<file path="config.mk">
export PLATFORM = sky130hd
export DESIGN_NAME = score_display_flat
export DESIGN_NICKNAME = d
export VERILOG_FILES = /design/src/rtl/score_display_if.sv /design/src/rtl/score_display.sv /design/src/flat_wrapper.sv
export SDC_FILE = /design/constraint.sdc
export NUM_CORES = 1
export LEC_CHECK = 0
export CELL_PAD_IN_SITES_DETAIL_PLACEMENT = 1
export CELL_PAD_IN_SITES_GLOBAL_PLACEMENT = 2
export CORE_UTILIZATION = 38
export CTS_CLUSTER_DIAMETER = 120
export DETAILED_ROUTE_END_ITERATION = 8
export PLACE_DENSITY_LB_ADDON = 0.1
export SLEW_MARGIN = 0
export SYNTH_ARGS = -nofsm -noshare
export SYNTH_HDL_FRONTEND = slang
export SYNTH_SLANG_ARGS = --single-unit
</file>
<file path="constraint.sdc">
create_clock -name i_clock -period 7.8 [get_ports i_clock]
set_clock_uncertainty 0.1 [all_clocks]
set_input_delay 1.56 -clock i_clock [delete_from_list [all_inputs] [get_ports i_clock]]
set_output_delay 1.56 -clock i_clock [all_outputs]
set_load 0.005 [all_outputs]
</file>
<file path="src/rtl/score_display_if.sv">
// Bus between the score source and the 3-digit display driver: score load handshake
// plus the multiplexed 7-segment pin drive.
interface score_display_if;
  logic [7:0] points;
  logic       load;
  logic       busy;
  logic       done;
  logic [6:0] seg;
  logic [2:0] digit_sel;

  modport master (
    output points,
    output load,
    input  busy,
    input  done,
    input  seg,
    input  digit_sel
  );

  modport slave (
    input  points,
    input  load,
    output busy,
    output done,
    output seg,
    output digit_sel
  );
endinterface

</file>
<file path="src/rtl/score_display.sv">
// Serial binary-to-BCD (shift-add-3) score converter driving a 3-digit multiplexed display.
// Optional leading-zero blanking is enabled by defining SCORE_BLANK_ZEROS_EN.
module score_display #(
  parameter int unsigned REFRESH_CYCLES = 1000
) (
  input  logic           i_clock,
  input  logic           i_reset,
  score_display_if.slave io_disp
);

  localparam int unsigned CntW = $clog2(REFRESH_CYCLES);
  localparam logic [CntW-1:0] RefLast = CntW'(REFRESH_CYCLES - 1);

  localparam logic [6:0] SegZero  = 7'b1000000;
  localparam logic [6:0] SegBlank = 7'h7F;

  typedef enum logic [1:0] {
    StIdle,
    StShift,
    StDone
  } state_e;

  typedef enum logic [1:0] {
    ScanUnits,
    ScanTens,
    ScanHund
  } scan_e;

  state_e          r_state;
  logic [19:0]     r_work;
  logic [2:0]      r_bits;
  logic [3:0]      r_hund;
  logic [3:0]      r_tens;
  logic [3:0]      r_units;
  logic            r_busy;
  logic            r_done;
  logic [CntW-1:0] r_ref;
  scan_e           r_scan;
  logic [6:0]      r_seg;
  logic [2:0]      r_digit_sel;

  logic [19:0] w_adj;
  logic [19:0] w_shift;
  logic        w_last;
  logic        w_wrap;
  logic [3:0]  w_hund_n;
  logic [3:0]  w_tens_n;
  logic [3:0]  w_units_n;
  scan_e       w_scan_n;
  logic [3:0]  w_digit;
  logic        w_blank;
  logic [6:0]  w_seg_n;
  logic [2:0]  w_sel_n;

  function automatic logic [6:0] dec7(input logic [3:0] d);
    logic [6:0] s;
    case (d)
      4'd0:    s = 7'b1000000;
      4'd1:    s = 7'b1111001;
      4'd2:    s = 7'b0100100;
      4'd3:    s = 7'b0110000;
      4'd4:    s = 7'b0011001;
      4'd5:    s = 7'b0010010;
      4'd6:    s = 7'b0000010;
      4'd7:    s = 7'b1111000;
      4'd8:    s = 7'b0000000;
      4'd9:    s = 7'b0010000;
      default: s = SegBlank;
    endcase
    return s;
  endfunction

  // Double-dabble step: correct each BCD nibble, then shift {bcd,bin} left.
  always_comb begin
    w_adj = r_work;
    for (int n = 0; n < 3; n++) begin
      if (r_work[8+4*n +: 4] >= 4'd5) begin
        w_adj[8+4*n +: 4] = r_work[8+4*n +: 4] + 4'd3;
      end
    end
    w_shift = {w_adj[18:0], 1'b0};
  end

  // Digits and segment data are computed from next-state values so SEG always
  // matches DIGIT_SEL and new results appear on the same edge as DONE.
  always_comb begin
    w_last    = (r_state == StShift) && (r_bits == 3'd7);
    w_hund_n  = w_last ? w_shift[19:16] : r_hund;
    w_tens_n  = w_last ? w_shift[15:12] : r_tens;
    w_units_n = w_last ? w_shift[11:8]  : r_units;

    w_wrap   = (r_ref == RefLast);
    w_scan_n = r_scan;
    if (w_wrap) begin
      case (r_scan)
        ScanUnits: w_scan_n = ScanTens;
        ScanTens:  w_scan_n = ScanHund;
        default:   w_scan_n = ScanUnits;
      endcase
    end

    case (w_scan_n)
      ScanHund: begin
        w_digit = w_hund_n;
        w_sel_n = 3'b011;
      end
      ScanTens: begin
        w_digit = w_tens_n;
        w_sel_n = 3'b101;
      end
      default: begin
        w_digit = w_units_n;
        w_sel_n = 3'b110;
      end
    endcase

`ifdef SCORE_BLANK_ZEROS_EN
    w_blank = ((w_scan_n == ScanHund) && (w_hund_n == 4'd0)) ||
              ((w_scan_n == ScanTens) && (w_hund_n == 4'd0) && (w_tens_n == 4'd0));
`else
    w_blank = 1'b0;
`endif

    w_seg_n = w_blank ? SegBlank : dec7(w_digit);
  end

  always_ff @(posedge i_clock) begin
    if (i_reset) begin
      r_state     <= StIdle;
      r_work      <= '0;
      r_bits      <= '0;
      r_hund      <= '0;
      r_tens      <= '0;
      r_units     <= '0;
      r_busy      <= 1'b0;
      r_done      <= 1'b0;
      r_ref       <= '0;
      r_scan      <= ScanUnits;
      r_seg       <= SegZero;
      r_digit_sel <= 3'b110;
    end else begin
      r_ref       <= w_wrap ? '0 : r_ref + 1'b1;
      r_scan      <= w_scan_n;
      r_seg       <= w_seg_n;
      r_digit_sel <= w_sel_n;
      r_hund      <= w_hund_n;
      r_tens      <= w_tens_n;
      r_units     <= w_units_n;
      r_done      <= 1'b0;

      case (r_state)
        StIdle: begin
          if (io_disp.load) begin
            r_work  <= {12'd0, io_disp.points};
            r_bits  <= '0;
            r_busy  <= 1'b1;
            r_state <= StShift;
          end
        end
        StShift: begin
          r_work <= w_shift;
          r_bits <= r_bits + 1'b1;
          if (r_bits == 3'd7) begin
            r_busy  <= 1'b0;
            r_done  <= 1'b1;
            r_state <= StDone;
          end
        end
        StDone: begin
          r_state <= StIdle;
        end
        default: begin
          r_state <= StIdle;
        end
      endcase
    end
  end

  assign io_disp.busy      = r_busy;
  assign io_disp.done      = r_done;
  assign io_disp.seg       = r_seg;
  assign io_disp.digit_sel = r_digit_sel;

endmodule
</file>
<file path="src/flat_wrapper.sv">
// flat-port wrapper written by rule: the top's interface ports become plain ports
module score_display_flat 
#(
  parameter int unsigned REFRESH_CYCLES = 1000
)
  (i_clock, i_reset, io_disp_points, io_disp_load, io_disp_busy, io_disp_done, io_disp_seg, io_disp_digit_sel);
  score_display_if io_disp_i ();
  input  logic i_clock;
  input  logic i_reset;
  input wire logic [$bits(io_disp_i.points)-1:0] io_disp_points;
  input wire logic [$bits(io_disp_i.load)-1:0] io_disp_load;
  output wire logic [$bits(io_disp_i.busy)-1:0] io_disp_busy;
  output wire logic [$bits(io_disp_i.done)-1:0] io_disp_done;
  output wire logic [$bits(io_disp_i.seg)-1:0] io_disp_seg;
  output wire logic [$bits(io_disp_i.digit_sel)-1:0] io_disp_digit_sel;
  assign io_disp_i.points = io_disp_points;
  assign io_disp_i.load = io_disp_load;
  assign io_disp_busy = io_disp_i.busy;
  assign io_disp_done = io_disp_i.done;
  assign io_disp_seg = io_disp_i.seg;
  assign io_disp_digit_sel = io_disp_i.digit_sel;
  score_display #(.REFRESH_CYCLES(REFRESH_CYCLES)) u_core (.i_clock(i_clock), .i_reset(i_reset), .io_disp(io_disp_i));
endmodule
</file>
======== After elaboration in Yosys (flattened, before gate mapping) ========
Memory sizes are Yosys's and may differ from the RTL's. A register that Yosys moved wholly into a read port is not among the register bits.
Cells that the tools add are included.
storage, ports and cells
  memory bits (read-only) ................. 112
  output and inout port bits .............. 12
  logic and storage cells ................. 59
  bits in registers ....................... 54
  bits of input ports ..................... 11
  memories kept ........................... 1
memory list
  name              words  width  rd ports  clocked after Yosys merged registers in  write ports  RTL line             source
  (name not given)  16     7      1         1                                        0            score_display.sv:57  case (d)
operators by class
  muxes and demuxes ....................... 21
  magnitude comparators ................... 3
  equality and inequality tests ........... 8
  reductions and logical operators ........ 9
  $add $sub $neg .......................... 5
  bitwise operators ....................... 1
operators by type and width
  kind                                                                                  number
  20-bit one-hot mux with 2 select lines                                                1
  20-bit 2-to-1 mux                                                                     1
  4-bit 2-to-1 mux                                                                      5
  4-bit by 3-bit greater-or-equal comparator with 1-bit output (second input constant)  3
  3-bit one-hot mux with 2 select lines                                                 2
  10-bit by 1-bit adder with 10-bit output (second input constant)                      1
  10-bit == test (second input constant)                                                1
  4-bit by 2-bit adder with 4-bit output (second input constant)                        2
  2-bit one-hot mux with 2 select lines                                                 2
  4-bit one-hot mux with 2 select lines                                                 1
  2-bit by 1-bit == test with 1-bit output (second input constant)                      3
  2-bit 2-to-1 mux                                                                      3
  3-bit 2-to-1 mux                                                                      2
  2-bit zero test                                                                       2
  2-bit != test (second input constant)                                                 2
  2-bit AND reduction                                                                   2
  2-bit OR reduction                                                                    2
  3-bit by 1-bit adder with 3-bit output (second input constant)                        1
  3-bit by 2-bit adder with 3-bit output (second input constant)                        1
  3-bit == test (second input constant)                                                 1
  1-bit 2-to-1 mux                                                                      3
  3-bit AND reduction                                                                   1
  2-bit == test (second input constant)                                                 1
  1-bit one-hot mux with 2 select lines                                                 1
  3 further kinds                                                                       3

======== Logic depth before layout (Yosys ltp) ========
  word-level depth ........................ 5
  gate-level depth with buffers ........... 15
  mapped depth without buffers ............ 15

======== Worst setup path before layout ========
OpenSTA, ideal clock, no wires.
  path kind ............................... register to register
  start point ............................. reg u_core.r_ref[0]
  end point ............................... reg u_core.r_seg[5], in the netlist u_core.io_disp.seg[5]
  library setup time ...................... 0.066 ns
  period minus slack after synthesis ...... 2.893 ns
  buffers on the path ..................... 0
  arrival time ............................ 2.727 ns
  setup slack ............................. 4.907 ns
  required time ........................... 7.634 ns
  cell stages (with the launch flop) ...... 15
  cells stage by stage .................... dfxtp_1 > ha_1 > and2_1 > nand4_1 > nor3b_1 > a21oi_1 > inv_1 > ha_1 > nand2_2 > o311ai_0 > o22a_2 > inv_1 > ha_1 > mux2_2 > a21oi_2
between the ends
  longest elaborated chain between the ends .. 4
  elaborated cells on any way between the ends .. 5
  those cells by class .................... eq/ne (3); mux (2)
ends and longest elaborated chain
  element                                                                    RTL line              source
  start: declaration                                                         score_display.sv:37   logic [CntW-1:0] r_ref;
  start signal: assignment                                                   score_display.sv:142  r_ref <= w_wrap ? '0 : r_ref + 1'b1;
  10-bit == test (*)                                                         score_display.sv:92   w_wrap = (r_ref == RefLast);
  2-bit 2-to-1 mux (*)                                                       score_display.sv:94   if (w_wrap) begin
  named net u_core.w_scan_n[1]                                               score_display.sv:49   scan_e w_scan_n;
  2-bit by 1-bit == test with 1-bit output or 2-bit == test (tied branches)  score_display.sv:102  case (w_scan_n)
  4-bit one-hot mux with 2 select lines (*)                                  score_display.sv:102
  end: declaration                                                           score_display.sv:39   logic [6:0] r_seg;
The timed path passes the listed nets; every way through them passes the cells marked *.
A chain may end at the register's enable or synchronous reset.

======== Worst setup path in the final report ========
  start point ............................. reg u_core.r_ref[0]
  end point ............................... reg u_core.r_seg[3], in the netlist u_core.io_disp.seg[3]
Same word-level chain as after synthesis.

==> flow_summary.yaml <==
synth:
  synth_compound_area_share_pct: 21.7
  syn_inst: 360
  synth_ff_type: "dfxtp_1"
  synth.largest_area_cell: "dfxtp_1"
  synth.cell_area_um2: 3040
  synth-simple-area-share_pct: 22.6
  synthXorXnorAreaFrac_pct: 1.73
  syn_nets: 387
  synthTopCellsByArea: "dfxtp_1 (40%), ha_1 (6.6%), nor2_1 (6.3%)"
  async_flop_share_pct: 0
  avgSynthCellArea_um2: 8.44
  synth-warning-count: 0
  synth_most_common_cell: "dfxtp_1"
  synth_fa_ha_area_share_pct: 6.59
  synth_mux_area_share_pct: 1.85
  synth_top_area_share_pct: 40.2
  yosysSeqAreaShare_pct: 40.2
  synth_top_family_by_area: "simple AND/OR/NAND/NOR gates"
  synth_edf_count: 0
  synth_common_cells: "dfxtp_1 (61), nor2_1 (51), nand2_1 (40), a21oi_1 (27), o21ai_0 (18)"
  ys_types: 55
  synth_seq_cells: 61
drt:
  via_count: 2536
  drc_errors: 0
  antenna_left: 0
  avgRoutedWirePerCell_um: 15.0
  via_per_inst: 5.26
  drtIter0Drc: 59
  dr.pass1.iters: 4
  wirelength_mm: 7.23
global_routing:
  grt_max_degree: 45
  grt_pass1_wl_mm: 12.6
  grt_pass1_vias: 2563
  antenna_found_initial: 0
  gr-usage-all-layers_pct: 19.1
  grt_remaining_overflow: 0
setup_path:
  path_cells: "ha_1, and2_1, nand4_1, nor3b_1, a21oi_1, inv_1, ha_1, nand2_2, o311ai_0, o22a_2, inv_1, ha_1, inv_1, mux2i_1, a21oi_1"
  slowest_delay_ps: 360
  cp.arrival_ps: 3460
  cp-start-kind: "flop"
  cp_top_family: "compound AO/OA/AOI/OAI gates"
  crit_slowest_cell: "dfxtp_1"
  path_max_fanout: 7
  worstSetupPathType: "reg2reg"
  end_kind: "flop"
  critPathRequiredTime_ps: 7890
  crit_buf_inv: 3
flow_run:
  drv_cap: 0
cts:
  cts.htree.levels: 3
  cts_setup_buffers: 0
  clock_sinks: 61
  post_cts_resized: 0
  numCtsBuffers: 9
  clk_pin_slew_ps: 70
  clock_tree.buffer_depth: 2
  clkLatencyLatePin_ps: 340
  cts_hold_buf: 0
  cts_tree: "built"
  root_buffer: "clkbuf_8"
sta:
  post-route-period-util_pct: 43.2
  fmax_ghz: 0.297
  setup_tns_ps: 0
  rsz0062_at_grt: "no"
  hold_viol_final: 0
  setup_viol: 0
  relSlewSlack_pct: 39.2
  min_period_ps: 3370
  tightest_slew_ps: 905
  final_max_slew_viol_count: 0
power_and_ir_drop:
  clockPowerShare_pct: 47.8
  vdd_drop_max_uv: 76.6
  power_density_nw_per_um2: 194
  internal-power_mw: 0.530
  p_sw_share_pct: 22.9
  p_leak_nw: 1.30
  pwr-share-seq_pct: 47.1
  pwr-share-comb_pct: 5.1
  p_switching_mw: 0.157
die:
  die_width_um: 91.4
  die_y_um: 91.4
  dieArea_um2: 8360
  initial_core_util_pct: 39.3
  rows: 32
  ioPinCount: 23
  core-area_um2: 7730
outcome:
  status: "completed"
placement:
  port_buffers: 22
  gp_congestion: 0.706
  dpl.hpwl_mm: 5.06
worst_hold_path:
  hold_class: "reg2reg"
final_layout:
  area_delta_synth_final_pct: 16.3
  final_util_pct: 45.7
  fillCellCount: 932
  nets: 402
  layout-drive-gt1-share_pct: 9.47
  diodes: 0
## layer usage
| layer | routed length, um | GRT usage [%] | up-vias |
|---|---|---|---|
| met5 | 0 | 0 | - |
| met4 | 85 | 5.95 | 0 |
| met3 | 195 | 4.02 | 9 |
| met2 | 3220 | 29.6 | 25 |
| met1 | 3730 | 26.4 | 1215 |
| li1 | - | - | 1287 |
## cells by family (layout without fill, tap and decap cells)
kind of cell / count (synthesis) / in the layout
XOR/XNOR: 6 / 6
adder cells (fa/ha/maj): 16 / 16
AND/OR/NAND/NOR: 146 / 146
buffers and inverters: 36 / 56
AO/OA/AOI/OAI: 90 / 90
flip-flops: 61 / 61
multiplexers: 5 / 5
## registers in the layout (all words and copies together), names as in the netlist
signal	flops
u_core.io_disp.busy	1
u_core.r_ref	10
u_core.r_hund	4
u_core.io_disp.digit_sel	3
u_core.r_units	4
u_core.r_bits	3
u_core.io_disp.done	1
u_core.r_scan	2
u_core.io_disp.seg	7
u_core.r_work	20
u_core.r_tens	4
u_core.r_state	2
## through the flow
step / setup slack, ps / power [mW] / hold WS (ps) / instance area [um^2] / cells
3_3_place_gp: 4430 / 0.365 / 327 / 3300 / 466
6_report: 4430 / 0.687 / 358 / 3530 / 482
3_5_place_dp: 4390 / 0.366 / 350 / 3300 / 466
4_1_cts: 4400 / 0.695 / 367 / 3530 / 482
5_1_grt: 4150 / 0.719 / 376 / 3530 / 482
2_1_floorplan: 4910 / 0.352 / 313 / 3040 / 360
## power by group through the flow
stage / clock (mW) / combinational [mW] / sequential (mW)
global placement: 0 / 0.0348 / 0.330
finish: 0.329 / 0.0348 / 0.323
floorplan: 0 / 0.0236 / 0.328
detailed placement: 0 / 0.0351 / 0.330
CTS: 0.336 / 0.0355 / 0.323
global route: 0.355 / 0.0398 / 0.324
## final cells by class
type	instances	area, um^2	share of cell area [%]
flip-flops and latches	61	1220	34.5
repair buffers	24	235	6.65
inverters	16	60.1	1.70
well taps	102	128	3.61
clock buffers	11	151	4.28
multi-input cells	263	1660	46.9
clock inverters	5	82.6	2.34
## cell usage in the layout (no fill, tap or decap), types with 4 or more instances in the layout
| cell type | instances |
|---|---|
| and3_1 | 5 |
| nor3b_1 | 6 |
| nor2b_1 | 5 |
| ha_1 | 16 |
| nor2_1 | 51 |
| a211oi_1 | 8 |
| xor2_1 | 4 |
| clkdlybuf4s50_1 | 22 |
| a31oi_1 | 4 |
| a21oi_1 | 27 |
| clkbuf_8 | 11 |
| or3_1 | 4 |
| nand3_1 | 8 |
| a22oi_1 | 6 |
| nand2_1 | 40 |
| o21ai_0 | 18 |
| and2_1 | 6 |
| a311oi_1 | 5 |
| nor3_1 | 6 |
| dfxtp_1 | 61 |
| inv_1 | 16 |
## worst reg2reg max path, stage by stage, from the launching register on
cell	delay, ps
dfxtp_1	360
ha_1	190
and2_1	210
nand4_1	240
nor3b_1	240
a21oi_1	100
inv_1	80
ha_1	280
nand2_2	110
o311ai_0	330
o22a_2	330
inv_1	110
ha_1	300
inv_1	40
mux2i_1	110
a21oi_1	80
## worst paths after layout
| kind | start | end | slack, ps | depth (start not counted) |
|---|---|---|---|---|
| min | u_core.r_ref[0]$_SDFF_PP0_ | u_core.r_ref[0]$_SDFF_PP0_ | 360 | 1 |
| min reg2reg | u_core.r_ref[0]$_SDFF_PP0_ | u_core.r_ref[0]$_SDFF_PP0_ | 360 | 1 |
| max reg2reg | u_core.r_ref[0]$_SDFF_PP0_ | u_core.io_disp.seg[3]$_SDFF_PP0_ | 4430 | 15 |
| max | u_core.r_ref[0]$_SDFF_PP0_ | u_core.io_disp.seg[3]$_SDFF_PP0_ | 4430 | 15 |
Power figures use the tool's default switching activity.
